--- config.mk ---
export PLATFORM = sky130hd
export DESIGN_NAME = div_sequencer
export DESIGN_NICKNAME = d
export VERILOG_FILES = /design/src/rtl/div_sequencer.sv
export SDC_FILE = /design/constraint.sdc
export NUM_CORES = 2
export LEC_CHECK = 0
export ABC_AREA = 1
export CORE_UTILIZATION = 60
export CTS_CLUSTER_SIZE = 30
export DETAILED_ROUTE_END_ITERATION = 6
export DONT_BUFFER_PORTS = 1
export PLACE_DENSITY = 0.76
export SLEW_MARGIN = 20
export SYNTH_ARGS = -nofsm -noshare
export SYNTH_HDL_FRONTEND = slang
export SYNTH_SLANG_ARGS = --single-unit
--- constraint.sdc ---
create_clock -name clk -period 9.1 [get_ports clk]
set_input_delay 1.82 -clock clk [delete_from_list [all_inputs] [get_ports clk]]
set_output_delay 1.82 -clock clk [all_outputs]
set_load 0.02 [all_outputs]
--- src/rtl/div_sequencer.sv ---
// div_sequencer: Newton-Raphson mantissa divider built around one shared 2MS x 2MS multiplier.
// Build option DIV_SEQ_EXTRA_ITER_EN selects two refinement iterations instead of one.
module div_sequencer #(
  parameter int unsigned MS = 14,
  parameter int unsigned TS = 8
) (
  input  logic            clk,
  input  logic            rst,
  input  logic            in_valid,
  output logic            in_ready,
  input  logic [TS-1:0]   te1,
  input  logic [TS-1:0]   te2,
  input  logic [MS-1:0]   mant1,
  input  logic [MS-1:0]   mant2,
  input  logic [2*MS-1:0] seed_x0,
  output logic            out_valid,
  input  logic            out_ready,
  output logic [3*MS-1:0] mant_out,
  output logic [TS-1:0]   te_out,
  output logic            busy
);

`ifdef DIV_SEQ_EXTRA_ITER_EN
  localparam logic [1:0] NIter = 2'd2;
`else
  localparam logic [1:0] NIter = 2'd1;
`endif

  typedef enum logic [2:0] {StIdle, StMulDx, StMulXt, StMulQ, StDone} state_e;

  state_e          state_q, state_d;
  logic [MS-1:0]   m1_q, m1_d, m2_q, m2_d;
  logic [TS-1:0]   diff_q, diff_d, te_q, te_d;
  logic [2*MS-1:0] x_q, x_d, t_q, t_d;
  logic [1:0]      cnt_q, cnt_d;
  logic [3*MS-1:0] mant_q, mant_d;

  logic [2*MS-1:0] mul_a, mul_b;
  logic [4*MS-1:0] prod;
  logic [2*MS:0]   p_trunc, t_full;
  logic [3*MS-1:0] q;
  logic            unused_bits;

  // Operand select depends only on the current state, keeping the datapath loop-free.
  always_comb begin
    mul_a = '0;
    mul_b = '0;
    case (state_q)
      StMulDx: begin
        mul_a = {{MS{1'b0}}, m2_q};
        mul_b = x_q;
      end
      StMulXt: begin
        mul_a = x_q;
        mul_b = t_q;
      end
      StMulQ: begin
        mul_a = {{MS{1'b0}}, m1_q};
        mul_b = x_q;
      end
      default: ;
    endcase
  end

  assign prod        = {{2*MS{1'b0}}, mul_a} * {{2*MS{1'b0}}, mul_b};
  assign p_trunc     = prod[3*MS-1:MS-1];
  assign t_full      = {1'b1, {2*MS{1'b0}}} - p_trunc;
  assign q           = prod[3*MS-1:0];
  assign unused_bits = ^{prod[4*MS-1], t_full[2*MS]};

  always_comb begin
    state_d = state_q;
    m1_d    = m1_q;
    m2_d    = m2_q;
    diff_d  = diff_q;
    x_d     = x_q;
    t_d     = t_q;
    cnt_d   = cnt_q;
    mant_d  = mant_q;
    te_d    = te_q;
    case (state_q)
      StIdle: begin
        if (in_valid) begin
          m1_d    = mant1;
          m2_d    = mant2;
          diff_d  = te1 - te2;
          x_d     = seed_x0;
          cnt_d   = '0;
          state_d = StMulDx;
        end
      end
      StMulDx: begin
        t_d     = t_full[2*MS-1:0];
        state_d = StMulXt;
      end
      StMulXt: begin
        x_d     = prod[4*MS-2:2*MS-1];
        cnt_d   = cnt_q + 2'd1;
        state_d = (cnt_d < NIter) ? StMulDx : StMulQ;
      end
      StMulQ: begin
        // Quotient lies in (0.5, 2); shift up one place when it is below 1.
        if (q[3*MS-2]) begin
          mant_d = q;
          te_d   = diff_q;
        end else begin
          mant_d = {q[3*MS-2:0], 1'b0};
          te_d   = diff_q - TS'(1);
        end
        state_d = StDone;
      end
      StDone: begin
        if (out_ready) state_d = StIdle;
      end
      default: state_d = StIdle;
    endcase
  end

  always_ff @(posedge clk) begin
    if (rst) begin
      state_q <= StIdle;
      m1_q    <= '0;
      m2_q    <= '0;
      diff_q  <= '0;
      x_q     <= '0;
      t_q     <= '0;
      cnt_q   <= '0;
      mant_q  <= '0;
      te_q    <= '0;
    end else begin
      state_q <= state_d;
      m1_q    <= m1_d;
      m2_q    <= m2_d;
      diff_q  <= diff_d;
      x_q     <= x_d;
      t_q     <= t_d;
      cnt_q   <= cnt_d;
      mant_q  <= mant_d;
      te_q    <= te_d;
    end
  end

  assign in_ready  = (state_q == StIdle);
  assign busy      = (state_q != StIdle);
  assign out_valid = (state_q == StDone);
  assign mant_out  = mant_q;
  assign te_out    = te_q;

endmodule

# Word-level counts from Yosys, hierarchy flattened
# Index checks and enable logic that the tools add are counted.
# Widths: inputs -> output; s select.
# classes
addsub	4
n_mul	1
div	0
order_cmp	1
eq_ne	6
shifts	0
n_mux	12
bitwise_logic	0
reduce_logical	7
# ops
cell	n
$pmux 28 s2	2
$pmux 28 s3	1
$mul 28x28->55	1
$mux 42	1
$mux 28	1
$sub 1x28->28 const A	1
$pmux 3 s5	1
$mux 8	1
$sub 8x1->8 const B	1
$sub 8x8->8	1
$eq 3x2->1 const B	2
$mux 3	2
$reduce_and 2->1	3
$mux 2	2
$pmux 2 s2	1
$eq 3x1->1 const B	1
$eq 3x3->1 const B	1
$logic_not 3->1	1
$reduce_bool 3->1	1
$add 2x1->2 const B	1
$lt 2x1->1 const B	1
$ne 2x1->1 const B	1
$ne 2x2->1 const B	1
$reduce_bool 2->1	1
$reduce_or 2->1	1
# word_totals
regBits	147
latch_bits	0
mem_bits_rw	0
mem_bits_ro	0
inputBits	76
out_inout_bits	53
elab_cells	40
n_memories	0

# Logic depth before layout (Yosys ltp)
# depth
word_depth	5
depth_mapped	43
ltp_nobuf	41

# Worst setup path before layout
# No wires, ideal clock.
# synth_path
path_kind	register -> register
startpoint	register state_q[0]
endpoint	register t_q[18]
setup_ns	0.113
arrival_time_ns	7.259
t_required_ns	8.987
setup_slack_ns	1.728
stages_incl_launch_ff	39
path_buffers	3
synth_period_minus_slack_ns	7.372
cell_sequence	dfxtp_1 > nor2_1 > nand2_1 > clkbuf_1 > clkbuf_1 > o22ai_1 > inv_1 > clkbuf_1 > nor2_1 > fa_1 > inv_1 > fa_1 > inv_1 > fa_1 > inv_1 > fa_1 > inv_1 > fa_1 > [... 3 more ...] > inv_1 > ha_1 > nand2_1 > inv_1 > a21oi_2 > inv_1 > a21oi_1 > nand3_1 > nand2_1 > nand2_1 > nor2_1 > nand2_1 > nor2_2 > nand3_1 > nand2_1 > nand2_1 > o21ai_1 > inv_1
# synth_via
elab_chain_cells	5
elab_cells_between_ends	8
cone_classes	1 x add/sub; 1 x mul; 3 x eq/ne; 2 x mux; 1 x reduce/logical
# synth_lines
element	line_no	text
start, declared	31	state_e state_q, state_d;
start signal, assigned	121	state_q <= StIdle;
start signal, assigned	131	state_q <= state_d;
$eq 3x2->1 / $eq 3x1->1 (equally long branches)	48, 81	
$reduce_or 2->1 (no line)	-	
$pmux 28 s2	48	case (state_q)
$mul 28x28->55	65	assign prod = {{2*MS{1'b0}}, mul_a} * {{2*MS{1'b0}}, mul_b};
$sub 1x28->28	67	assign t_full = {1'b1, {2*MS{1'b0}}} - p_trunc;
end signal, assigned	136	t_q <= t_d;
end, declared	34	logic [2*MS-1:0] x_q, x_d, t_q, t_d;
# Parallel ways exist; a longest one is shown, timed or not.
# A chain may end at the register's enable or synchronous reset.

# Worst setup path after layout
# layout_path
startpoint	register state_q[0]
endpoint	register t_q[25]
# Same word-level chain as after synthesis.

==> run summary <==
From synthesis to final layout, the design area changed by 6.00%. Global routing used 39.3% of the available tracks. For the iteration-0 DRC count of the detailed router, the log shows 3020. After synthesis, the cell types taking the most area are fa_1 40%, inv_1 12%, nand2_1 12%. The run gives 5218 as the final instance count without filler cells. The number of setup violations in the final report came out at 0. The path class of the lowest-slack min-delay path was reg2reg. The run gives 108 mm as the total detailed-routing wirelength.

After synthesis, the share of flip-flops with an asynchronous set or reset is 0%. For hold timing, the worst endpoint is m1_q[11]. The critical path's slowest cell was fa_1. The tools report the reg-to-reg startpoint as state_q[0]. Dominant delay contributor by cell family on the critical path: adder cells. The number of cells on the worst reg-to-reg path was 34; the setup TNS was 0 ns.

The arrival time of data at the critical path endpoint was 9.10 ns. The H-tree generated during clock tree synthesis spans 4 levels. For the worst supply voltage drop on vdd, the log shows 0.143 mV. The buffer cell driving the clock tree root was clkbuf_16. Tracing the worst setup path back leads to its startpoint at state_q[0]. Once routing completed, OpenROAD measured the worst setup slack at 0.327 ns. Of all cell types, the one taking the most synthesized area is fa_1.

After detailed routing, the number of vias per cell comes to 5.57. In this run the critical register-to-register path is captured at t_q[25]. TritonCTS built the clock tree.

Setup slack on the worst reg-to-reg path comes out at 0.33 ns. The synthesized netlist occupies a cell area of 33500 um^2. The number of placed instances, taps included came out at 5171. The total number of vias is 29100.

In this run the remaining antenna-violating nets after routing total 0. The area after detailed placement is 34700 um^2. The floorplan step defined a core boundary enclosing 55100 um^2. The critical path is of the reg2reg type. The clock slew at the register clock pins of the worst setup and hold paths was 0.06 ns; the post-placement worst setup slack was 0.378 ns. The synthesized netlist net count was 5453; the number of stages on the worst setup path was 34. The initial cell density of the core is 60.7%, and the count of final max-slew check failures is 0. The run finished with clean final reports. The part of the cycle the worst path needs is 96.4%.

The die is 238 um tall. The remaining max-slew budget at the tightest pin was 27.1%. Final critical delay including setup and external delays: 8.77 ns.

The total of buffers placed on input and output ports works out to 0. The initialized floorplan defines 86 standard-cell rows. 129 I/O pins were placed. The run gives 56700 um^2 as the floorplan die area. Setup repair after global routing could not meet its margin everywhere.

The pin count of the biggest net entering global routing was 114; the average routed wire per standard cell was 20.7 um. The proportion of netlist area held by the largest area contributor was 40.3%. In this run the static leakage power is 18.0 nW. In the final design database the tool counted 5422 nets. For the worst-skew pair, the clock arrives at the later sink with an insertion delay of 0.43 ns. The sum of buffers and inverters on the critical path was 8; the total power divided by cell area was 66.2 nW/um^2.

The fraction of layout cells with a size suffix above 1 came out at 6.20%. The kind of launch point of the worst setup path is a flip-flop. Yosys printed 0 warnings.

The tools report the via count of the first global-routing pass as 29200. The repair_antennas step left the layout with diodes totalling 0. Cells fill 64.4% of the core in the end.

The worst setup path is captured at a flip-flop. After detailed routing, the number of remaining DRC violations is 0. Buffers inserted during clock tree synthesis total 17. Across the run, the number of max-cap violations was 0.

Clock tree synthesis found a total of 147 sinks. The mean instance size in the synthesized netlist was 7.46 um^2. The startpoint identified for the worst hold timing path is m1_q[11]. Timing would allow up to 0.114 GHz. The number of synthesized register bits came out at 147. Between clock sinks in the finished design, the worst skew comes to 0.0105 ns. At the pin with the least slew margin, the transition time is 1.09 ns. The data required time at the worst endpoint was 9.43 ns. The share of the Yosys chip area taken by registers is 8.80%.

Hold timing on the final database bottoms out at a slack of 0.460 ns. The number of buffers inserted for hold repair after clock tree synthesis was 0. The library cells used most frequently in the layout, excluding fill and tap cells, are 1070 x inv_1, 1070 x nand2_1, 674 x fa_1, 519 x nor2_1, 215 x ha_1.

In this run, synthesis inferred 0 flip-flops with an integrated enable. The tools report the power after layout as 2.35 mW. The number of distinct library cells after synthesis was 47; the clock tree buffer depth was 2. The remaining global-route overflow came out at 0. The cell count of the worst hold path is 2.

The largest stage delay on the critical path is 0.57 ns. The wire length of the first global-routing pass came out at 167 mm. The first detailed-routing pass took 6 iterations. After routing the design area is 35500 um^2. The logs give 0 for the number of hold-slack violations in the final timing report and 87.0 mm for the total half-perimeter wirelength after legalization and detailed placement. The gate count after technology mapping was 4488. For the initial antenna violation count, the log shows 0.

The width of the die is 238 um, and the final RePlAce weighted congestion is 1.04. In this run the worst path has a maximum fanout of 29. Leading register cell type out of synthesis: dfxtp_1.
flip-flops by register name (all words and copies together) (netlist names):
register / count
cnt_q: 2
diff_q: 8
m1_q: 14
m2_q: 14
mant_out: 42
state_q: 3
t_q: 28
te_out: 8
x_q: 28
worst min-delay path: stages (launching register included):
cell	delay, ns
dfxtp_1	0.29
inv_1	0.06
a21oi_1	0.06
how the worst max path moves through the flow:
stage | slack (ns) | endpoint
floorplan | 1.73 | t_q[18]
global placement | 0.48 | t_q[26]
detailed placement | 0.38 | mant_out[41]
CTS | 0.35 | mant_out[41]
global route | -0.03 | t_q[26]
finish | 0.33 | t_q[25]
cell families after synthesis:
family	Yosys count	share of synthesized area (%)
adder cells (fa/ha/maj)	889	48.4
buffers and inverters	1287	14.5
flip-flops	147	8.80
AO/OA/AOI/OAI	333	5.65
AND/OR/NAND/NOR	1785	21.4
XOR/XNOR	47	1.28
what timing repair did:
action / CTS / global route
gates resized for setup: 0 / 16
buffers inserted: 0 / 15
setup endpoints to repair: 0 / 29
power by group:
group          internal [mW]  total [mW]  switching [mW]
clock                  0.401       0.688           0.287
combinational          0.260       0.931           0.671
sequential             0.697       0.730          0.0326
total                   1.36        2.35           0.991
per-layer routing:
metal / up-vias / global-route usage, % / routed length, um
met2: 1484 / 61.4 / 48400
met1: 14300 / 53.1 / 42600
met5: - / 0 / 0
met3: 311 / 6.85 / 10700
met4: 0 / 19.2 / 6020
li1: 13000 / - / -
cell usage after synthesis (3+ instances only):
cell type / number
nor3_2: 7
o22ai_1: 18
o21bai_1: 8
a21oi_1: 143
nor2_4: 4
clkinv_1: 16
nor2_1: 525
nand3_2: 3
nor2_2: 15
ha_1: 215
nand4_1: 17
and2_1: 5
clkbuf_1: 149
inv_1: 1085
o21ai_1: 8
buf_1: 12
o21ai_0: 69
o211ai_1: 18
dfxtp_1: 147
nand2_2: 32
o21a_1: 6
fa_1: 674
a21oi_2: 3
a31oi_1: 45
a22oi_1: 3
xor2_1: 28
nand3_1: 80
buf_2: 11
nand2_1: 1071
a21o_1: 5
xnor2_1: 17
nor3_1: 18
inv_2: 11
final cells by class:
type / count / area [um^2]
clock buffer: 23 / 478
multi-input combinational: 3054 / 25800
fill: 4953 / 19600
inverter: 1112 / 4230
timing repair buffer: 125 / 1030
tap: 748 / 936
sequential: 147 / 2940
clock inverter: 9 / 92.6
Power figures use the tool's default switching activity.
